`config.mk`:
```
export PLATFORM = sky130hd
export DESIGN_NAME = wb_stage
export DESIGN_NICKNAME = d
export VERILOG_FILES = /design/src/rtl/wb_pkg.sv /design/src/rtl/wb_format.sv /design/src/rtl/wb_stage.sv
export SDC_FILE = /design/constraint.sdc
export NUM_CORES = 1
export LEC_CHECK = 0
export CAP_MARGIN = 5
export CELL_PAD_IN_SITES_DETAIL_PLACEMENT = 0
export CELL_PAD_IN_SITES_GLOBAL_PLACEMENT = 1
export CORE_MARGIN = 1.5
export CORE_UTILIZATION = 39
export CTS_BUF_LIST = sky130_fd_sc_hd__clkbuf_8
export CTS_CLUSTER_SIZE = 10
export DETAILED_ROUTE_END_ITERATION = 10
export PLACE_DENSITY = 0.85
export SYNTH_ARGS = -nofsm -noshare
export SYNTH_HDL_FRONTEND = slang
export SYNTH_HIERARCHICAL = 1
export SYNTH_SLANG_ARGS = --single-unit
```
`constraint.sdc`:
```
create_clock -name clk -period 12.95 [get_ports clk]
set_clock_uncertainty 0.2 [all_clocks]
set_input_delay 2.59 -clock clk [delete_from_list [all_inputs] [get_ports clk]]
set_output_delay 2.59 -clock clk [all_outputs]
set_load 0.01 [all_outputs]
```
`src/rtl/wb_pkg.sv`:
```
// wb_pkg: shared opcode patterns, FSM states and register constants for the writeback stage
package wb_pkg;
  localparam logic [10:0] OP_LDUR   = 11'b11111000010;
  localparam logic [10:0] OP_LDURB  = 11'b00111000010;
  localparam logic [10:0] OP_LDURH  = 11'b01111000010;
  localparam logic [10:0] OP_LDURSW = 11'b10111000100;
  localparam logic [10:0] OP_MOVZ   = 11'b110100101??;
  localparam logic [10:0] OP_MOVN   = 11'b100100101??;
  localparam logic [10:0] OP_MOVK   = 11'b111100101??;
  localparam logic [4:0]  XZR       = 5'd31;
  typedef enum logic [1:0] {IDLE, WAIT_MEM, COMMIT} state_t;
endpackage

```
`src/rtl/wb_format.sv`:
```
// wb_format: combinational result formatter (load extension, MOVZ/MOVN/MOVK, ALU/PC select)
//   opcode/imm16/hw : decoded instruction fields
//   alu_result, incremented_pc, read_data2, mem_rdata : candidate operands
//   mem_to_reg : source select for non-special opcodes
//   result : formatted value (zero when illegal), illegal : bad MOV shift or mem_to_reg==3
module wb_format
  import wb_pkg::*;
#(
  parameter int WORD = 64
) (
  input  logic [10:0]     opcode,
  input  logic [15:0]     imm16,
  input  logic [1:0]      hw,
  input  logic [WORD-1:0] alu_result,
  input  logic [WORD-1:0] incremented_pc,
  input  logic [WORD-1:0] read_data2,
  input  logic [WORD-1:0] mem_rdata,
  input  logic [1:0]      mem_to_reg,
  output logic [WORD-1:0] result,
  output logic            illegal
);
  logic [5:0] sh;
  logic mov_ill;
  logic [WORD-1:0] imm_sh, raw;
  assign sh = {hw, 4'b0000};
  assign mov_ill = int'(sh) >= WORD;
  assign imm_sh = WORD'(imm16) << sh;
  always_comb begin
    raw = alu_result;
    illegal = 1'b0;
    casez (opcode)
      OP_LDUR:   raw = mem_rdata;
      OP_LDURB:  raw = WORD'(mem_rdata[7:0]);
      OP_LDURH:  raw = WORD'(mem_rdata[15:0]);
      OP_LDURSW: raw = WORD'($signed(mem_rdata[31:0]));
      OP_MOVZ:   begin raw = imm_sh; illegal = mov_ill; end
      OP_MOVN:   begin raw = ~imm_sh; illegal = mov_ill; end
      OP_MOVK:   begin raw = (read_data2 & ~(WORD'(16'hFFFF) << sh)) | imm_sh; illegal = mov_ill; end
      default: begin
        raw = mem_to_reg == 2'd1 ? mem_rdata : mem_to_reg == 2'd2 ? incremented_pc : alu_result;
        illegal = mem_to_reg == 2'd3;
      end
    endcase
  end
  assign result = illegal ? '0 : raw;
endmodule

```
`src/rtl/wb_stage.sv`:
```
// wb_stage: registered, handshaked LEGv8 writeback stage with load-data wait and retire counter
//   in_valid/in_ready : accept handshake from memory stage
//   instruction, alu_result, incremented_pc, read_data2, mem_to_reg, reg_write : retiring instruction
//   mem_rdata_valid/mem_rdata : late load data
//   wb_en/wb_rd/wb_data : one-cycle register-file write, wb_err : illegal pulse, retire_count : commits
module wb_stage
  import wb_pkg::*;
#(
  parameter int WORD      = 64,
  parameter int INSTR_LEN = 32,
  parameter int CNT_W     = 16
) (
  input  logic                 clk,
  input  logic                 reset,
  input  logic                 in_valid,
  output logic                 in_ready,
  input  logic [INSTR_LEN-1:0] instruction,
  input  logic [WORD-1:0]      alu_result,
  input  logic [WORD-1:0]      incremented_pc,
  input  logic [WORD-1:0]      read_data2,
  input  logic [1:0]           mem_to_reg,
  input  logic                 reg_write,
  input  logic                 mem_rdata_valid,
  input  logic [WORD-1:0]      mem_rdata,
  output logic                 wb_en,
  output logic [4:0]           wb_rd,
  output logic [WORD-1:0]      wb_data,
  output logic                 wb_err,
  output logic [CNT_W-1:0]     retire_count
);
  state_t state, next;
  logic [INSTR_LEN-1:0] lat_ins, ins;
  logic [WORD-1:0] lat_rd2, rd2, result;
  logic lat_rw, rw, waiting, accept, go, illegal;
  logic [1:0] m2r;
  assign waiting = state == WAIT_MEM;
  assign in_ready = !waiting;
  assign accept = in_valid && in_ready;
  assign go = waiting ? mem_rdata_valid : accept && (mem_to_reg != 2'd1 || mem_rdata_valid);
  // While waiting on load data the formatter sees the latched instruction; only loads stall, so m2r is 1
  assign ins = waiting ? lat_ins : instruction;
  assign rd2 = waiting ? lat_rd2 : read_data2;
  assign rw = waiting ? lat_rw : reg_write;
  assign m2r = waiting ? 2'd1 : mem_to_reg;
  wb_format #(.WORD(WORD)) u_fmt (
    .opcode(ins[31:21]),
    .imm16(ins[20:5]),
    .hw(ins[22:21]),
    .alu_result(alu_result),
    .incremented_pc(incremented_pc),
    .read_data2(rd2),
    .mem_rdata(mem_rdata),
    .mem_to_reg(m2r),
    .result(result),
    .illegal(illegal)
  );
  always_ff @(posedge clk or posedge reset)
    if (reset) state <= IDLE;
    else state <= next;
  always_comb begin
    next = IDLE;
    next = go ? COMMIT : (waiting || accept) ? WAIT_MEM : IDLE;
  end
  always_ff @(posedge clk or posedge reset)
    if (reset) begin
      lat_ins <= '0;
      lat_rd2 <= '0;
      lat_rw <= 1'b0;
      wb_en <= 1'b0;
      wb_rd <= '0;
      wb_data <= '0;
      wb_err <= 1'b0;
      retire_count <= '0;
    end else begin
      if (accept) begin
        lat_ins <= instruction;
        lat_rd2 <= read_data2;
        lat_rw <= reg_write;
      end
      wb_en <= go && rw && ins[4:0] != XZR && !illegal;
      wb_err <= go && illegal;
      if (go) begin
        wb_rd <= ins[4:0];
        wb_data <= result;
        retire_count <= retire_count + CNT_W'(1);
      end
    end
endmodule

```
=== Yosys cells after proc, flatten, opt, wreduce, memory -nomap -nowiden ===
Cells that the tools add are included.
W data, S select, Z words.

* $add $sub $neg: 1
* Eq/ne operators: 13
* Shift-type cells: 2
* Muxes and demuxes: 12
* Bitwise logic cells: 4
* Reduce and logical (&&, ||, !) cells: 11

{| class="wikitable"
|+ Operator list
! operator !! number
|-
| $pmux W64 S7 || 1
|-
| $mux W64 || 4
|-
| $not A64 Y64 || 2
|-
| $and A64 B64 Y64 || 1
|-
| $or A64 B64 Y64 || 1
|-
| $shl A16 B6 Y64 || 1
|-
| $shl A16 B6 Y64 const A || 1
|-
| $mux W32 || 1
|-
| $eq A9 B9 Y1 const B || 3
|-
| $eq A11 B11 Y1 const B || 2
|-
| $add A16 B1 Y16 const B || 1
|-
| $eq A11 B10 Y1 const B || 1
|-
| $eq A11 B9 Y1 const B || 1
|-
| $reduce_or A7 Y1 || 1
|-
| $logic_and A1 B1 Y1 || 6
|-
| $ne A5 B5 Y1 const B || 1
|-
| $eq A2 B1 Y1 const B || 2
|-
| $eq A2 B2 Y1 const B || 2
|-
| $mux W1 || 4
|-
| $mux W2 || 2
|-
| $logic_not A1 Y1 || 2
|-
| $logic_or A1 B1 Y1 || 2
|-
| $ne A2 B1 Y1 const B || 1
|}

* Register bits after elaboration: 186
* Bits of input ports: 295
* Output and inout port bits: 88
* Logic and storage cells: 52

=== Logic depth before layout (Yosys ltp) ===
* Depth after elaboration: 8
* Mapped depth: 15
* Depth with buffers taken out: 10

=== By module ===
Netlist, hierarchy kept.

{| class="wikitable"
|+ Modules (own cells, without submodules)
! module !! instances !! cells an instance !! area an instance (µm²) !! seq. area each (µm²)
|-
| wb_stage || 1 || 747 || 8266.7 || 4654.5
|-
| wb_format || 1 || 718 || 4430.5 || 0.0
|}

=== Least setup slack after synthesis ===
Ideal clock, no wire load.

* Path kind: input to register
* Start point: in instruction[24]
* End point: reg wb_data[15]
* Library setup time: 0.127 ns
* Arrival time: 4.443 ns
* Required time: 12.623 ns
* Path slack: 8.180 ns
* Cell stages on the path: 10
* Path buffers: 3
* Cells stage by stage: nand2_1 -> nand2_1 -> or3b_1 -> buf_2 -> a211o_1 -> o21a_1 -> buf_6 -> buf_6 -> a221o_1 -> mux2_1

* Longest elaborated chain between the ends: 5
* Elaborated cells between the ends (all ways): 12
* Those cells by class: 7 x eq/ne; 4 x mux; 1 x reduce/logical

{| class="wikitable"
|+ RTL lines
! what !! RTL line !! RTL
|-
| from (decl) || wb_stage.sv:17 || <nowiki>input logic [INSTR_LEN-1:0] instruction,</nowiki>
|-
| $mux W32 * || wb_stage.sv:41 || <nowiki>assign ins = waiting ? lat_ins : instruction;</nowiki>
|-
| net ins[24] || wb_stage.sv:32 || <nowiki>logic [INSTR_LEN-1:0] lat_ins, ins;</nowiki>
|-
| $eq A11 B11 Y1, or another cell as far along || wb_format.sv:31 || <nowiki>casez (opcode)</nowiki>
|-
| $reduce_or A7 Y1 (no line) || n/a ||
|-
| $mux W1 || wb_format.sv:31 ||
|-
| $mux W64 * || wb_format.sv:45 || <nowiki>assign result = illegal ? '0 : raw;</nowiki>
|-
| net result[15] || wb_stage.sv:33 || <nowiki>logic [WORD-1:0] lat_rd2, rd2, result;</nowiki>
|-
| to (signal assigned) || wb_stage.sv:84 || <nowiki>wb_data <= result;</nowiki>
|-
| to (decl) || wb_stage.sv:27 || <nowiki>output logic [WORD-1:0] wb_data,</nowiki>
|}

The timed path passes the listed nets; every way through them passes the cells marked *.
A chain may end at the register's enable or synchronous reset.

=== Final worst setup path ===
* Start point: in instruction[22]
* End point: reg wb_data[12]

* Longest elaborated chain between the ends: 7
* Elaborated cells between the ends (all ways): 15
* Those cells by class: 4 x eq/ne; 2 x shift; 4 x mux; 4 x bitwise; 1 x reduce/logical

{| class="wikitable"
|+ RTL lines
! what !! RTL line !! RTL
|-
| $mux W32 * || wb_stage.sv:41 ||
|-
| net ins[22] || wb_stage.sv:32 ||
|-
| $shl A16 B6 Y64 || wb_format.sv:38 || <nowiki>OP_MOVK: begin raw = (read_data2 & ~(WORD'(16'hFFFF) << sh)) | imm_sh; illegal = mov_ill; end</nowiki>
|-
| $not A64 Y64 || wb_format.sv:38 ||
|-
| $and A64 B64 Y64 || wb_format.sv:38 ||
|-
| $or A64 B64 Y64 || wb_format.sv:38 ||
|-
| $pmux W64 S7 || wb_format.sv:31 ||
|-
| $mux W64 * || wb_format.sv:45 ||
|-
| net result[12] || wb_stage.sv:33 ||
|}

Marked as above.

==> reports/metrics.yaml <==
rr_endpoint: "wb_data[3]"
finalWorstSetupSlack_ns: 7.02
setup_tns_ns: 0
grt_overflow: 0
route.detailed.drc: 0
max_freq_ghz: 0.168
syn_nets: 1761
coreArea_um2: 31800
syn_avg_cell_area_um2: 8.67
grt_pass1_vias: 11700
clk_path_buf_depth: 2
start_util_pct: 39.9
rows: 65
critPathArrivalTime_ns: 6.10
synth_edf_count: 0
synth_commonest_cells: "nand2_1, dfrtp_1, mux2_2, mux2i_1, a21oi_1"
grt_start_max_net_pins: 131
htreeDepth: 4
ys.flop_type: "dfrtp_1"
ys_seq_area_share_pct: 36.7
r2r_setup_slack_ns: 7.70
cts_sinks: 186
final_core_util_pct: 53.6
ant_nets: 0
yosysMostFrequentCell: "nand2_1"
outcome: "completed"
drive_gt1_share_pct: 10.7
die_h_um: 183
ys_types: 57
hold_viol_final: 0
combPwrFrac_pct: 33.2
netlist_area_um2: 12700
tritoncts: "done"
grtUsageMet1_pct: 42.9
yosys.area.top_type: "dfrtp_1"
crit_end: "wb_data[12]"
grt_pass1_wl_um: 75100
busiest_layer: "met2"
switching_share_pct: 34.0
finalCriticalPeriod_ns: 5.93
powerDensity_nw_per_um2: 99.0
seqPwrFrac_pct: 42.4
drtIter0Drc: 1280
ff2ff_path_depth: 10
drt_wl_total_um: 51600
clock_power_share_pct: 24.4
first_pass_iters: 6
area_growth_syn_to_layout_pct: 34.3
insertion_delay_ns: 0.49
viasPerCell: 5.70
cts_setup_buffers: 0
p_int_mw: 1.11
grt_setup_unrepaired: "false"
startpoint_type: "input port"
maxSlewHeadroom_pct: 19.2
worstMarginPinSlew_ns: 1.21
port_buffers: 382
yosys_warnings: 6
gp_congestion: 0.897
fin_area_um2: 17000
crit_path_end_kind: "register"
syn_inst: 1465
path_clk_slew_ns: 0.10
numCtsBuffers: 17
cts_resized: 0
critical_path_class: "input port to register"
fin_nets: 2057
ys_ff_latch: 186
die_x_um: 183
antenna_found_initial: 7
wl_per_cell_um: 23.3
rr_startpoint: "state[1]"
synthArstFlopShare_pct: 100
dpl_cell_area_um2: 16600
irDropWorstVdd_v: 0.0000666
final_max_slew_viol_count: 0
period_share_pct: 45.8
grt_use_total_pct: 29.9
vias: 12600
netlist_top_cells_area: "dfrtp_1, nand2_1, mux2_2"
p_sw_mw: 0.574
worstPathMaxFanout: 29
grt_use_met3_pct: 5.78
maxCapViolCount: 0
required_ns: 13.12
ios: 383
hpwl_um: 37900
hold_buffers: 0
cts_root_buf: "clkbuf_8"
use_met2_pct: 45.3
min_path_type: "register to register"
fp.dieArea_um2: 33600
leakage_nw: 7.14
hold_ws_ns: 0.295
setup_viol: 0
synth_top_cell_area_share_pct: 36.7
dp_slack_ns: 6.42
startpoint: "instruction[22]"
## placed cells by master, fill, tap and decap left out, drive strengths merged, types with 5 or more instances in the layout
master,Yosys,routed
nand2,399,399
clkdlybuf4s50,0,382
dfrtp,186,186
mux2,170,170
mux2i,83,83
a21oi,81,81
nor2,73,73
o21ai,60,60
xnor2,30,30
a31oi,26,26
and3,18,18
a221oi,18,18
clkbuf,68,17
o22ai,17,17
o211ai,17,17
a22oi,15,15
buf,52,15
nand3,14,14
a211oi,13,13
o2bb2ai,13,13
or3,12,12
a221o,11,11
inv,4,11
nand4,10,10
nand2b,8,8
and3b,6,6
nor3,6,6
nor2b,6,6
diode,0,5
a211o,5,5
and2,5,5
## critical path, stage by stage
cell and delay, ns:
clkdlybuf4s50_1 0.48, nand2_1 0.09, nand2_1 0.46, nor2_1 0.75, buf_6 0.24, nor3_1 0.05, o21ai_1 0.57, a221oi_1 0.25
a221o_1 0.31, mux2_1 0.29
## sequential cells by signal, indices dropped and copies added (netlist names)
register,flops
lat_rw,1
retire_count,16
wb_data,64
lat_ins,32
wb_err,1
wb_en,1
lat_rd2,64
wb_rd,5
state,2
## power groups by stage
stage	Sequential (mW)	Combinational, mW	Clock (mW)
after floorplan	0.739	0.248	0
after global placement	0.722	0.550	0
after detailed placement	0.728	0.554	0
after CTS	0.716	0.556	0.416
after global routing	0.728	0.596	0.440
final	0.716	0.561	0.411
## area by class of cell
cell class	instances	area (um2)
fill	2918	14800
multi-input combinational	1155	7480
sequential	186	4650
timing repair buffer	397	3940
tap	435	544
clock buffer	17	234
clock inverter	15	158
inverter	4	23.8
antenna	5	12.5
## cell families (layout without fill, tap and decap cells)
kind of cell / Yosys count / count (layout) / synth area share, %
AND/OR/NAND/NOR: 570 / 570 / 19.2
AO/OA/AOI/OAI: 298 / 298 / 15.3
multiplexers: 253 / 253 / 21.6
flip-flops: 186 / 186 / 36.7
buffers and inverters: 124 / 433 / 4.84
XOR/XNOR: 33 / 33 / 2.28
adder cells (fa/ha/maj): 1 / 1 / 0.0985
other: 0 / 5 / 0
## stage by stage
stage               power, mW  std cells
floorplan               0.986       1465
global placement         1.27       2176
detailed placement       1.28       2176
CTS                      1.69       2208
global route             1.76       2214
finish                   1.69       2214
## metal layers
metal | share of wire [%] | vias up
met3 | 9.0 | 65
li1 | - | 5759
met4 | 2.1 | 0
met2 | 45 | 624
met1 | 44 | 6170
met5 | 0 | -
## worst min-delay path by stage
stage                startpoint                to  slack, ns  depth (start not counted)
3_3_place_gp   retire_count[15]  retire_count[15]       0.26                          1
4_1_cts             wb_data[11]       wb_data[11]       0.30                          1
5_1_grt             wb_data[18]       wb_data[18]       0.32                          1
2_1_floorplan       lat_ins[10]       lat_ins[10]       0.28                          1
6_report            wb_data[13]       wb_data[13]       0.29                          1
3_5_place_dp        wb_data[33]       wb_data[33]       0.27                          1
Note: power is estimated with default switching activity, not from simulation.
